$ cat src/rtl/rf_pkg.sv
`default_nettype none
// ============================================================================
// Module      : rf_pkg
// Description : Shared types and constants for the miniRV write-back arbiter
//               and register scoreboard.
// Revision    : 1.0 - initial release
// ============================================================================
package rf_pkg;

    // Default architectural register count.
    localparam int NREGS_DEFAULT = 16;

    // Widest register index carried in a write-back request record.
    localparam int RD_MAX_W = 8;

    // Register-index width for a given register count (at least one bit).
    function automatic int addr_width(input int nregs);
        return (nregs > 1) ? $clog2(nregs) : 1;
    endfunction

    localparam int AW_DEFAULT = addr_width(NREGS_DEFAULT);

    // x0 is hard-wired to zero: writes to it are consumed but dropped.
    localparam logic [RD_MAX_W-1:0] REG_ZERO = '0;

    // One write-back request as seen after arbitration.
    typedef struct packed {
        logic [RD_MAX_W-1:0] rd;
        logic [31:0]         wdata;
    } wb_req_t;

endpackage
`default_nettype wire

$ cat src/rtl/rr_arbiter.sv
`default_nettype none
// ============================================================================
// Module      : rr_arbiter
// Description : N-way round-robin arbiter. Search starts at the rotating
//               pointer; the pointer moves past the winner after each grant.
//               No grants while hold is high or while reset is asserted.
// Revision    : 1.0 - initial release
// ============================================================================
module rr_arbiter #(
    parameter  int N  = 2,
    localparam int PW = (N > 1) ? $clog2(N) : 1
) (
    input  logic          clk,
    input  logic          rst_n,
    input  logic          hold,
    input  logic [N-1:0]  valid,
    output logic [N-1:0]  grant,
    output logic [PW-1:0] grant_idx,
    output logic          any_grant
);

    logic [PW-1:0] ptr;

    // Rotating priority search: first valid requester at or after ptr wins.
    always_comb begin
        int idx;
        grant     = '0;
        grant_idx = '0;
        any_grant = 1'b0;
        idx       = 0;
        for (int k = 0; k < N; k++) begin
            idx = int'(ptr) + k;
            if (idx >= N) begin
                idx = idx - N;
            end
            if (!any_grant && !hold && rst_n && valid[idx]) begin
                grant[idx] = 1'b1;
                grant_idx  = PW'(idx);
                any_grant  = 1'b1;
            end
        end
    end

    // Pointer advances to the requester after the winner; held otherwise.
    always_ff @(posedge clk or negedge rst_n) begin
        if (!rst_n) begin
            ptr <= '0;
        end else if (any_grant) begin
            if (int'(grant_idx) == N - 1) begin
                ptr <= '0;
            end else begin
                ptr <= grant_idx + 1'b1;
            end
        end
    end

endmodule
`default_nettype wire

$ cat src/rtl/rf_wb_arbiter.sv
`default_nettype none
// ============================================================================
// Module      : rf_wb_arbiter
// Description : Write-back arbiter in front of the single register-file write
//               port, with a busy scoreboard of outstanding destinations for
//               RAW-hazard stalls in the issue stage.
// Revision    : 1.0 - initial release
// ============================================================================
module rf_wb_arbiter
    import rf_pkg::*;
#(
    parameter  int NREQ  = 2,
    parameter  int NREGS = NREGS_DEFAULT,
    localparam int AW    = addr_width(NREGS)
) (
    input  logic                      clk,
    input  logic                      rst_n,
    input  logic                      hold,
    input  logic [NREQ-1:0]           req_valid,
    output logic [NREQ-1:0]           req_ready,
    input  logic [NREQ-1:0][AW-1:0]   req_rd,
    input  logic [NREQ-1:0][31:0]     req_wdata,
    input  logic                      alloc_valid,
    input  logic [AW-1:0]             alloc_rd,
    output logic [NREGS-1:0]          busy,
    output logic                      rf_we,
    output logic [AW-1:0]             rf_rd,
    output logic [31:0]               rf_wdata
);

    localparam int PW = (NREQ > 1) ? $clog2(NREQ) : 1;

    logic [PW-1:0]    grant_idx;
    logic             transfer;
    wb_req_t          sel;
    logic [NREGS-1:1] busy_set;
    logic [NREGS-1:1] busy_clr;
    logic [NREGS-1:1] busy_q;

    rr_arbiter #(
        .N (NREQ)
    ) u_arb (
        .clk       (clk),
        .rst_n     (rst_n),
        .hold      (hold),
        .valid     (req_valid),
        .grant     (req_ready),
        .grant_idx (grant_idx),
        .any_grant (transfer)
    );

    // Pick the winning requester's destination and data.
    always_comb begin
        sel              = '0;
        sel.rd[AW-1:0]   = req_rd[grant_idx];
        sel.wdata        = req_wdata[grant_idx];
    end

    // Registered write port: x0 transfers are consumed but never written;
    // destination/data keep their last value when nothing transfers.
    always_ff @(posedge clk or negedge rst_n) begin
        if (!rst_n) begin
            rf_we    <= 1'b0;
            rf_rd    <= '0;
            rf_wdata <= '0;
        end else begin
            rf_we <= transfer && (sel.rd != REG_ZERO);
            if (transfer) begin
                rf_rd    <= sel.rd[AW-1:0];
                rf_wdata <= sel.wdata;
            end
        end
    end

    // Per-register set/clear decode; x0 has no entry so it can never be busy.
    generate
        for (genvar r = 1; r < NREGS; r++) begin : g_sb
            assign busy_set[r] = alloc_valid && (alloc_rd == AW'(r));
            assign busy_clr[r] = transfer && (sel.rd == RD_MAX_W'(r));
        end
    endgenerate

    // Scoreboard update: a same-cycle allocate overrides the clear, since the
    // new producer is still outstanding.
    always_ff @(posedge clk or negedge rst_n) begin
        if (!rst_n) begin
            busy_q <= '0;
        end else begin
            busy_q <= (busy_q & ~busy_clr) | busy_set;
        end
    end

    assign busy = {busy_q, 1'b0};

endmodule
`default_nettype wire
$ cat config.mk
export PLATFORM = sky130hd
export DESIGN_NAME = rf_wb_arbiter
export DESIGN_NICKNAME = d
export VERILOG_FILES = /design/src/rtl/rf_pkg.sv /design/src/rtl/rr_arbiter.sv /design/src/rtl/rf_wb_arbiter.sv
export SDC_FILE = /design/constraint.sdc
export NUM_CORES = 1
export LEC_CHECK = 0
export ABC_AREA = 1
export BUFFER_PORTS_ARGS = -buffer_cell sky130_fd_sc_hd__buf_4
export CAP_MARGIN = 20
export CORE_AREA = 2 2 84 86
export DETAILED_ROUTE_END_ITERATION = 8
export DIE_AREA = 0 0 86 88
export PLACE_DENSITY = 0.71
export RECOVER_POWER = 25
export SETUP_SLACK_MARGIN = 0.1
export SKIP_CTS_REPAIR_TIMING = 1
export SYNTH_ARGS = -nofsm -noshare
export SYNTH_HDL_FRONTEND = slang
export SYNTH_HIERARCHICAL = 1
export SYNTH_SLANG_ARGS = --single-unit
$ cat constraint.sdc
create_clock -name clk -period 1.87 [get_ports clk]
set_input_delay 0.2805 -clock clk [delete_from_list [all_inputs] [get_ports clk]]
set_output_delay 0.2805 -clock clk [all_outputs]
set_load 0.01 [all_outputs]
==> results of run 1 <==
[per-stage QoR]
stage,hold slack (ns),cells,worst slack [ns],util (%)
floorplan,-0.01509,329,0.3798,-
global placement,0.2848,535,0.2470,55.69
detailed placement,0.2930,535,0.2198,55.69
CTS,-0.03728,542,0.3014,56.99
global route,0.2551,543,0.1370,57.04
finish,0.2414,543,0.3046,57.04
[layer usage]
metal  up-vias  routed length, µm  global-route usage, %
met5         -                  0                      0
met2       137               3603                  34.39
li1       1319                  -                      -
met1      1247               3431                  29.57
met4         0                168                  6.494
met3        17                665                  4.336
[power by group through the flow]
stage	Clock [mW]	Combinational [mW]	Sequential, mW
after global routing	0.704	1.12	1.54
final	0.642	1.02	1.51
after detailed placement	0	1.03	1.53
after CTS	0.668	1.03	1.51
after global placement	0	1.01	1.53
after floorplan	0	0.301	1.62
[cell usage in the layout (no fill, tap or decap)]
cell and n:
a21oi_4 1, nor2_2 6, clkbuf_2 1, dlygate4sd3_1 1
o21ai_1 4, nand3_2 1, clkbuf_8 6, nor2_1 38
nor2_4 2, inv_1 12, clkbuf_1 2, o21ai_0 62
inv_2 2, nand2_4 4, inv_4 1, nand4_1 1
a21oi_1 3, nand2_1 94, dfrtp_1 53, nand2_2 7
nand3_1 19, buf_4 141, buf_12 1, conb_1 1
[logic make-up after synthesis]
family / count (synthesis)
simple gates: 172
other cells: 1
buf+inv: 33
compound gates: 70
flops: 53
[layout make-up]
cell class                 count  area share (%)
clock buffer                   7           2.278
inverter                      15           1.552
multi-input combinational    243           29.58
sequential                    53           35.00
tap                           80           2.641
timing repair buffer         145           28.95
[registers in the layout, summed over array words and instances, names as in the netlist, named ones only]
name      flops
rf_wdata     32
busy_q       15
rf_rd         4
rf_we         1
[critical path: cells and delay by family (launching register included)]
family,cells,cell delay (ns)
buffers and inverters,2,0.28
DFF,1,0.41
AOI/OAI and AO/OA,1,0.10
and+or+nand+nor,7,0.69
[worst paths after layout]
kind / cells past startpoint / slack, ns / start / to
max in group asynchronous: 2 / 0.95 / rst_n / busy_q[2]
hold / removal: 3 / 0.24 / req_wdata[49] / rf_wdata[17]
setup reg to reg: 10 / 0.30 / flop / busy_q[7]
min in group asynchronous: 2 / 0.35 / rst_n / rf_wdata[29]
hold reg to reg: 2 / 0.49 / rf_rd[0] / rf_rd[0]
setup / recovery: 10 / 0.30 / flop / busy_q[7]
==> insert_results.sql, run 1 <==
INSERT INTO impl_metrics (metric_group, metric, value, unit) VALUES
('global_route', 'grt_antenna_before_repair', '0', ''),
('route', 'detail_route.iter0.violations', '117', ''),
('route', 'detail_route.first_pass.iterations', '4', ''),
('yosys', 'largest_family_of_logic_cells_by_synthesized_area', 'simple AND/OR/NAND/NOR gates', ''),
('timing', 'period_share', '83.71', '%'),
('floorplanning', 'initial_core_util', '38.95', '%'),
('power', 'power.share.combinational', '32.0', '%'),
('yosys', 'synth-compound-area-share', '13.54', '%'),
('yosys', 'simple_logic_cell_fraction_of_the_synthesized_area', '29.21', '%'),
('placed_design', 'placement.io_buffers', '135', ''),
('power', 'leakage', '1.956', 'nW'),
('timing', 'finalWorstPathRequiredPeriod', '1.565', 'ns'),
('run_status', 'status', 'completed', ''),
('placed_design', 'gpl.final_weighted_congestion', '0.8856', ''),
('floorplanning', 'placeableCoreArea', '0.006644', 'mm²'),
('hold_path', 'hold_class', 'input pin to flop', ''),
('yosys', 'postSynthRegisterBits', '53', ''),
('cells_and_area', 'multi_input_area', '0.001121', 'mm²'),
('setup_path', 'crit_fanout', '10', ''),
('floorplanning', 'floorplan.rows', '30', ''),
('cells_and_area', 'design.final.nets', '545', ''),
('power', 'cellPowerDensity', '837.0', 'mW/mm²'),
('floorplanning', 'total_die_area', '0.007568', 'mm²'),
('setup_path', 'worst_setup_path_end_kind', 'flop', ''),
('cells_and_area', 'antenna_cells_inserted', '0', ''),
('timing', 'maxSlewViolCount', '0', ''),
('run', 'max-cap-violations', '0', ''),
('yosys', 'netlist_cell_types', '21', ''),
('timing', 'worst_slew_margin_rel', '38.74', '%'),
('timing', 'least_margin_pin_slew', '0.9189', 'ns'),
('clock_network', 'clkSlewWorstSetupHoldPaths', '0.09', 'ns'),
('route', 'drc', '0', ''),
('placed_design', 'dpl-instance-area', '0.003700', 'mm²'),
('cells_and_area', 'stdcell_area', '0.003790', 'mm²'),
('global_route', 'track_usage', '21.47', '%'),
('yosys', 'synth-main-ff-cell', 'dfrtp_1', ''),
('floorplanning', 'boundaryPins', '137', ''),
('timing', 'final.setup.tns', '0', 'ns'),
('yosys', 'postSynthCellCount', '329', ''),
('setup_path', 'cpMostUsedCell', 'nand2_1', ''),
('setup_path', 'timing.critical_path.required', '2.07', 'ns'),
('clock_network', 'tritoncts', 'built', ''),
('global_route', 'grt_start_max_net_pins', '37', ''),
('yosys', 'count_of_flip_flops_with_a_built_in_enable_after_synthesis', '0', ''),
('route', 'drt-wirelength-per-cell', '14.49', 'µm'),
('power', 'report.power.total', '3.172', 'mW'),
('yosys', 'synth_top_cell_by_area', 'dfrtp_1', ''),
('cells_and_area', 'fillers', '621', ''),
('global_route', 'globalRoute.totalOverflow', '0', ''),
('floorplanning', 'height_of_the_die', '88', 'µm'),
('power', 'swShare', '31.14', '%'),
('setup_path', 'cp_cell_sequence', 'inv_1 -> a21oi_4 -> inv_4 -> nand2_1 -> nand2_2 -> nand2_1 -> nor2_2 -> nand2_1 -> nand2_1 -> nand2_1', ''),
('route', 'vias', '2720', ''),
('power', 'power.switching', '0.9878', 'mW'),
('floorplanning', 'floorplan.die.width', '86', 'µm'),
('yosys', 'ys_seq_area_share', '51.26', '%'),
('clock_network', 'clock_tree.buffer_depth', '2', ''),
('timing', 'setup_violations', '0', ''),
('clock_network', 'cts.htree.levels', '2', ''),
('yosys', 'post_synth_instance_area', '0.002587', 'mm²'),
('setup_path', 'critical_path_type', 'flop to flop', ''),
('route', 'detail_route.vias_per_cell', '5.009', ''),
('setup_path', 'worst_ep_arrival_time', '1.77', 'ns'),
('yosys', 'yosys.cell_count.top_type', 'nand2_1', ''),
('yosys', 'synth.mux.area_fraction', '0', '%'),
('yosys', 'asyncSetResetFlopFracSynth', '100.0', '%'),
('yosys', 'synth_commonest_cells', '94 x nand2_1, 62 x o21ai_0, 53 x dfrtp_1, 38 x nor2_1, 19 x nand3_1', ''),
('cells_and_area', 'final-seq-area', '0.001326', 'mm²'),
('yosys', 'synth_top_cells_by_area', 'dfrtp_1 51%, nand2_1 14%, o21ai_0 12%, nor2_1 5.5%, nand3_1 3.7%', ''),
('timing', 'rsz_0062_raised_after_global_routing', 'false', ''),
('yosys', 'synth_warnings', '6', '');
Note: power is estimated with default switching activity, not from simulation.
==> run 2, diff against run 1 <==
--- a/config.mk
+++ b/config.mk
@@ -11,7 +11,7 @@
 export CORE_AREA = 2 2 84 86
 export DETAILED_ROUTE_END_ITERATION = 8
 export DIE_AREA = 0 0 86 88
-export PLACE_DENSITY = 0.71
+export PLACE_DENSITY = 0.74
 export RECOVER_POWER = 25
 export SETUP_SLACK_MARGIN = 0.1
 export SKIP_CTS_REPAIR_TIMING = 1
==> constraint.sdc (replaced) <==
create_clock -name clk -period 1.35 [get_ports clk]
set_input_delay 0.2025 -clock clk [delete_from_list [all_inputs] [get_ports clk]]
set_output_delay 0.2025 -clock clk [all_outputs]
set_load 0.01 [all_outputs]
==> run 2 against run 1 <==
Effect of this change:
- the flow now finishes with violations (negative setup slack)
- power is 46% higher
- non-clock buffer count is 17 higher
- die area stayed put
- cell count is 3.3% higher
- sequential power is 38% higher
- critical path depth is 1 higher
- flip-flop and latch count stayed put
- core utilization is 8.4 points higher
- sequential share of layout area is 4.5 points lower
- register-to-register slack worse by 0.44 ns
- critical path type unchanged
- critical endpoint is now busy_q[11]
- largest cell class is now multi-input combinational cells
- highest routed layer unchanged
==> insert_results.sql, run 2 (synthesized netlist as in run 1, its figures left out) <==
INSERT INTO impl_metrics (metric_group, metric, value, unit) VALUES
('run_status', 'status', 'complete, but fails checks', ''),
('run_status', 'failed_checks', 'negative setup slack', ''),
('cells_and_area', 'leading_cell_types_in_the_layout_fill_and_taps_excluded', '147 x buf_4, 87 x nand2_1, 53 x dfrtp_1', ''),
('setup_path', 'worst_setup_path_end_kind', 'flop', ''),
('setup_path', 'worst_path_largest_cell_delay', '0.37', 'ns'),
('global_route', 'globalRoute.totalOverflow', '0', ''),
('floorplanning', 'floorplan.rows', '30', ''),
('hold_path', 'hold_depth', '3', ''),
('setup_path', 'crit_fanout', '6', ''),
('placed_design', 'placed_cells_incl_taps', '546', ''),
('placed_design', 'dpl-instance-area', '0.003855', 'mm²'),
('setup_path', 'critPathLaunchType', 'flop', ''),
('cells_and_area', 'top_register', 'rf_wdata', ''),
('cells_and_area', 'largest_register_ffs', '32', ''),
('clock_network', 'cts_sinks', '53', ''),
('cells_and_area', 'layout.cells.non_filler', '561', ''),
('power', 'cellPowerDensity', '1067', 'mW/mm²'),
('timing', 'worst_slew_margin_rel', '51.97', '%'),
('route', 'drc', '0', ''),
('cells_and_area', 'design.final.nets', '563', ''),
('timing', 'maxSlewViolCount', '0', ''),
('global_route', 'grt_first_pass_wirelength', '12.88', 'mm'),
('timing', 'worst_hold_slack', '0.1466', 'ns'),
('cells_and_area', 'final_common_cell', 'buf_4', ''),
('route', 'drt-wirelength-per-cell', '14.50', 'µm'),
('floorplanning', 'total_die_area', '0.007568', 'mm²'),
('global_route', 'grt_antenna_before_repair', '0', ''),
('cells_and_area', 'area.growth.synth_to_final', '67.94', '%'),
('global_route', 'first_global_vias', '2766', ''),
('cells_and_area', 'reg.largest.list', 'rf_wdata (32), busy_q (15), rf_rd (4)', ''),
('placed_design', 'detailed_place_hpwl', '6.100', 'mm'),
('route', 'vias', '2776', ''),
('clock_network', 'cts-buffers-inserted', '5', ''),
('power', 'leakage', '2.129', 'nW'),
('timing', 'fmax', '671.9', 'MHz'),
('clock_network', 'tritoncts', 'built', ''),
('power', 'report.power.total', '4.638', 'mW'),
('floorplanning', 'boundaryPins', '137', ''),
('route', 'detail_route.wirelength', '8.137', 'mm'),
('setup_path', 'cp_slowest_cell', 'dfrtp_1', ''),
('cells_and_area', 'final_layout_size_suffix_gt1_share', '49.90', '%'),
('global_route', 'track_usage', '21.33', '%'),
('route', 'detail_route.vias_per_cell', '4.948', ''),
('placed_design', 'gpl.final_weighted_congestion', '0.8179', ''),
('timing', 'rsz_0062_raised_after_global_routing', 'true', ''),
('global_route', 'grt_start_max_net_pins', '55', ''),
('cells_and_area', 'layout.core_utilization', '65.40', '%'),
('route', 'detail_route.iter0.violations', '97', ''),
('clock_network', 'clock_tree.buffer_depth', '2', ''),
('setup_path', 'cp_cell_sequence', 'inv_2 -> a21oi_4 -> buf_12 -> buf_4 -> nand2_2 -> nand2_4 -> nand2_4 -> nor2_4 -> nand2_1 -> nand2_1 -> nand2_1', ''),
('clock_network', 'clockRootBuffer', 'clkbuf_8', ''),
('timing', 'period_share', '110.2', '%'),
('timing', 'final.setup_skew', '0.005014', 'ns'),
('setup_path', 'worst_ep_arrival_time', '1.69', 'ns'),
('floorplanning', 'initial_core_util', '38.95', '%'),
('floorplanning', 'floorplan.die.width', '86', 'µm'),
('floorplanning', 'placeableCoreArea', '0.006644', 'mm²'),
('setup_path', 'critPathTopFamily', 'simple AND/OR/NAND/NOR gates', ''),
('run', 'max-cap-violations', '0', ''),
('timing', 'finalWorstPathRequiredPeriod', '1.488', 'ns'),
('timing', 'report.final.hold_viol_count', '0', ''),
('route', 'detail_route.first_pass.iterations', '4', ''),
('placed_design', 'placement.io_buffers', '135', ''),
('setup_path', 'critical_path_depth', '11', ''),
('setup_path', 'cpMostUsedCell', 'nand2_1', ''),
('clock_network', 'clkSlewWorstSetupHoldPaths', '0.09', 'ns'),
('power', 'vdd.ir_drop.worst', '0.5366', 'mV'),
('timing', 'setup_ws', '-0.1384', 'ns'),
('timing', 'setup_violations', '42', ''),
('cells_and_area', 'antenna_cells_inserted', '0', ''),
('clock_network', 'insertion_delay', '0.30', 'ns'),
('setup_path', 'critical_path_type', 'flop to flop', ''),
('floorplanning', 'height_of_the_die', '88', 'µm'),
('timing', 'least_margin_pin_slew', '0.7204', 'ns'),
('setup_path', 'cp.buffers_inverters', '3', ''),
('route', 'antenna_violating_nets_post_route', '0', ''),
('clock_network', 'cts.htree.levels', '2', ''),
('setup_path', 'r2r.worst_path.cells', '11', ''),
('cells_and_area', 'stdcell_area', '0.004345', 'mm²'),
('setup_path', 'timing.critical_path.required', '1.55', 'ns'),
('hold_path', 'hold_class', 'input pin to flop', '');
[run 2: report_power, final]
group / leakage (nW) / internal [mW] / switching [mW] / total [mW]
registers: 0.640 / 1.90 / 0.190 / 2.09
logic: 1.45 / 0.837 / 0.806 / 1.64
clock network: 0.0433 / 0.406 / 0.496 / 0.902
[run 2: worst paths after layout]
path                                from           end  slack, ns
max reg2reg                         flop    busy_q[11]      -0.14
max in group asynchronous          rst_n  rf_wdata[14]       0.61
max                                 flop    busy_q[11]      -0.14
min reg2reg                    busy_q[2]     busy_q[2]       0.48
min in group asynchronous          rst_n    busy_q[14]       0.28
min                        req_wdata[60]  rf_wdata[28]       0.15
[run 2: through the flow]
stage	setup slack (ns)	TNS [ns]
after global routing	-0.2222	-6.551
after detailed placement	-0.1921	-4.086
final	-0.1384	-3.340
after CTS	-0.1475	-2.225
after floorplan	-0.05159	-0.5770
after global placement	-0.1214	-2.248
[run 2: per-layer routing]
metal | global-route usage, % | part of all wire, %
met3 | 3.959 | 7.3
met5 | 0 | 0
met4 | 5.628 | 1.8
met2 | 39.18 | 52
met1 | 25.64 | 39
[run 2: layout make-up]
class                      instances  area (µm²)
sequential                        53        1326
timing repair inverter             1       16.27
fill                             571        2298
timing repair buffer             162        1326
clock inverter                     1       7.507
tap                               80       100.1
clock buffer                       6       82.58
multi-input combinational        243        1425
inverter                          15       61.31
[run 2: tightest hold or removal path: stages]
cell and delay, ns:
buf_4 0.09, nor2_4 0.03, o21ai_2 0.09
==> run 3, diff against run 2 <==
--- a/config.mk
+++ b/config.mk
@@ -8,10 +8,13 @@
 export ABC_AREA = 1
 export BUFFER_PORTS_ARGS = -buffer_cell sky130_fd_sc_hd__buf_4
 export CAP_MARGIN = 20
-export CORE_AREA = 2 2 84 86
+export CELL_PAD_IN_SITES_DETAIL_PLACEMENT = 2
+export CELL_PAD_IN_SITES_GLOBAL_PLACEMENT = 2
+export CORE_AREA = 2 2 115 117
+export CTS_CLUSTER_DIAMETER = 50
 export DETAILED_ROUTE_END_ITERATION = 8
-export DIE_AREA = 0 0 86 88
-export PLACE_DENSITY = 0.74
+export DIE_AREA = 0 0 117 119
+export PLACE_DENSITY_LB_ADDON = 0.1
 export RECOVER_POWER = 25
 export SETUP_SLACK_MARGIN = 0.1
 export SKIP_CTS_REPAIR_TIMING = 1
==> run 3 against run 2 <==
Effect of this change:
- the run still ends with negative setup slack left
- power up 17%
- count of clock-buffer cells in the layout decreased by 1
- clock power is 90% higher
==> insert_results.sql, run 3 (synthesized netlist as in run 1, its figures left out) <==
INSERT INTO impl_metrics (metric_group, metric, value, unit) VALUES
('run_status', 'status', 'complete, but fails checks', ''),
('run_status', 'failed_checks', 'negative setup slack', ''),
('placed_design', 'placed_cells_incl_taps', '645', ''),
('hold_path', 'hold_class', 'input pin to flop', ''),
('cells_and_area', 'area.growth.synth_to_final', '68.52', '%'),
('floorplanning', 'initial_core_util', '20.10', '%'),
('cells_and_area', 'stdcell_area', '0.004360', 'mm²'),
('clock_network', 'cts.htree.levels', '2', ''),
('clock_network', 'tritoncts', 'built', ''),
('clock_network', 'clock_tree.buffer_depth', '2', ''),
('run', 'max-cap-violations', '0', ''),
('global_route', 'first_global_vias', '3051', ''),
('timing', 'final.setup_skew', '0.01048', 'ns'),
('timing', 'report.final.hold_viol_count', '0', ''),
('cells_and_area', 'layout.core_utilization', '33.87', '%'),
('cells_and_area', 'largest_register_ffs', '32', ''),
('global_route', 'grt_antenna_before_repair', '0', ''),
('setup_path', 'critical_path_type', 'flop to flop', ''),
('setup_path', 'worst_setup_path_end_kind', 'flop', ''),
('global_route', 'grt_start_max_net_pins', '55', ''),
('floorplanning', 'floorplan.rows', '42', ''),
('setup_path', 'crit_fanout', '6', ''),
('cells_and_area', 'final_common_cell', 'buf_4', ''),
('setup_path', 'worst_ep_arrival_time', '1.70', 'ns'),
('floorplanning', 'placeableCoreArea', '0.01287', 'mm²'),
('placed_design', 'dpl-instance-area', '0.003973', 'mm²'),
('timing', 'least_margin_pin_slew', '0.8129', 'ns'),
('timing', 'finalWorstPathRequiredPeriod', '1.500', 'ns'),
('cells_and_area', 'leading_cell_types_in_the_layout_fill_and_taps_excluded', '155 x buf_4, 84 x nand2_1, 53 x dfrtp_1', ''),
('setup_path', 'cp_cell_sequence', 'inv_2 -> a21oi_4 -> clkinv_4 -> buf_6 -> nand2_4 -> nand2_4 -> nor2_4 -> nand2_1 -> nand2_1 -> nand2_1', ''),
('placed_design', 'post-place-ws', '-0.2453', 'ns'),
('floorplanning', 'floorplan.die.width', '117', 'µm'),
('power', 'cellPowerDensity', '1240', 'mW/mm²'),
('power', 'vdd.ir_drop.worst', '0.5016', 'mV'),
('cells_and_area', 'design.final.nets', '565', ''),
('setup_path', 'critPathLaunchType', 'flop', ''),
('cells_and_area', 'final_layout_size_suffix_gt1_share', '45.87', '%'),
('clock_network', 'clkSlewWorstSetupHoldPaths', '0.08', 'ns'),
('timing', 'worst_hold_slack', '0.1526', 'ns'),
('timing', 'fmax', '666.7', 'MHz'),
('timing', 'period_share', '111.1', '%'),
('cells_and_area', 'top_register', 'rf_wdata', ''),
('route', 'detail_route.wirelength', '10.93', 'mm'),
('timing', 'rsz_0062_raised_after_global_routing', 'true', ''),
('setup_path', 'timing.critical_path.required', '1.55', 'ns'),
('global_route', 'globalRoute.totalOverflow', '0', ''),
('route', 'drc', '0', ''),
('floorplanning', 'total_die_area', '0.01392', 'mm²'),
('timing', 'worst_slew_margin_rel', '45.81', '%'),
('route', 'detail_route.first_pass.iterations', '4', ''),
('placed_design', 'detailed_place_hpwl', '8.201', 'mm'),
('setup_path', 'worst_path_largest_cell_delay', '0.37', 'ns'),
('global_route', 'track_usage', '15.60', '%'),
('placed_design', 'placement.io_buffers', '135', ''),
('setup_path', 'cp_slowest_cell', 'dfrtp_1', ''),
('clock_network', 'cts_sinks', '53', ''),
('route', 'vias', '2819', ''),
('power', 'leakage', '2.147', 'nW'),
('cells_and_area', 'antenna_cells_inserted', '0', ''),
('route', 'detail_route.vias_per_cell', '4.271', ''),
('timing', 'setup_ws', '-0.1500', 'ns'),
('floorplanning', 'boundaryPins', '137', ''),
('route', 'detail_route.iter0.violations', '100', ''),
('route', 'drt-wirelength-per-cell', '16.55', 'µm'),
('clock_network', 'cts-buffers-inserted', '5', ''),
('floorplanning', 'height_of_the_die', '119', 'µm'),
('cells_and_area', 'reg.largest.list', 'rf_wdata (32), busy_q (15), rf_rd (4)', ''),
('setup_path', 'cpMostUsedCell', 'nand2_1', ''),
('timing', 'setup_violations', '47', ''),
('placed_design', 'gpl.final_weighted_congestion', '0.7142', ''),
('route', 'antenna_violating_nets_post_route', '0', ''),
('clock_network', 'clockRootBuffer', 'clkbuf_16', ''),
('timing', 'maxSlewViolCount', '0', ''),
('clock_network', 'insertion_delay', '0.31', 'ns'),
('global_route', 'grt_first_pass_wirelength', '16.47', 'mm'),
('cells_and_area', 'layout.cells.non_filler', '660', '');
run 3: cell count changes in the layout (fill, tap and decap cells not counted), sizes merged:
cell	change
buf	+3
bufinv	+2
clkbuf	-1
clkinvlp	-1
run 3: power by group:
group,leakage (nW),internal [mW],switching [mW]
registers,0.640,1.90,0.196
clock network,0.0938,1.06,0.651
logic,1.41,0.805,0.790
run 3: path summary, 6_finish.rpt:
| path | start | endpoint | slack, ns | depth (start not counted) |
|---|---|---|---|---|
| max | flop | busy_q[1] | -0.15 | 10 |
| min | req_wdata[54] | rf_wdata[22] | 0.15 | 3 |
| max reg2reg | flop | busy_q[1] | -0.15 | 10 |
| min reg2reg | busy_q[2] | busy_q[2] | 0.48 | 2 |
| max in group asynchronous | rst_n | rf_wdata[27] | 0.53 | 3 |
| min in group asynchronous | rst_n | busy_q[5] | 0.31 | 3 |
run 3: per-stage QoR:
stage	TNS (ns)	total power [mW]
after floorplan	-0.5770	2.691
after global placement	-4.491	3.642
after detailed placement	-6.863	3.685
after CTS	-5.168	5.437
after global routing	-8.357	5.753
final	-3.753	5.408
run 3: layout make-up:
class,count,area [µm²]
clock buffers,5,125.1
multi-input cells,243,1274
clock inverters,3,65.06
repair buffers,165,1289
well taps,176,220.2
inverters,15,61.31
fillers,1496,8514
flip-flops and latches,53,1326
run 3: worst max-delay path: cells and delay by family, from the launching register on:
kind,cells,cell delay (ns)
AOI/OAI and AO/OA,1,0.21
DFF,1,0.37
buffers and inverters,3,0.34
and+or+nand+nor,6,0.46
run 3: routing by layer:
| layer | vias to the layer above | global-route usage, % | share of wire, % |
|---|---|---|---|
| met1 | 1377 | 19.02 | 42 |
| met5 | - | 0 | 0 |
| met2 | 74 | 27.17 | 51 |
| li1 | 1358 | - | - |
| met3 | 10 | 4.020 | 5.3 |
| met4 | 0 | 3.824 | 1.2 |
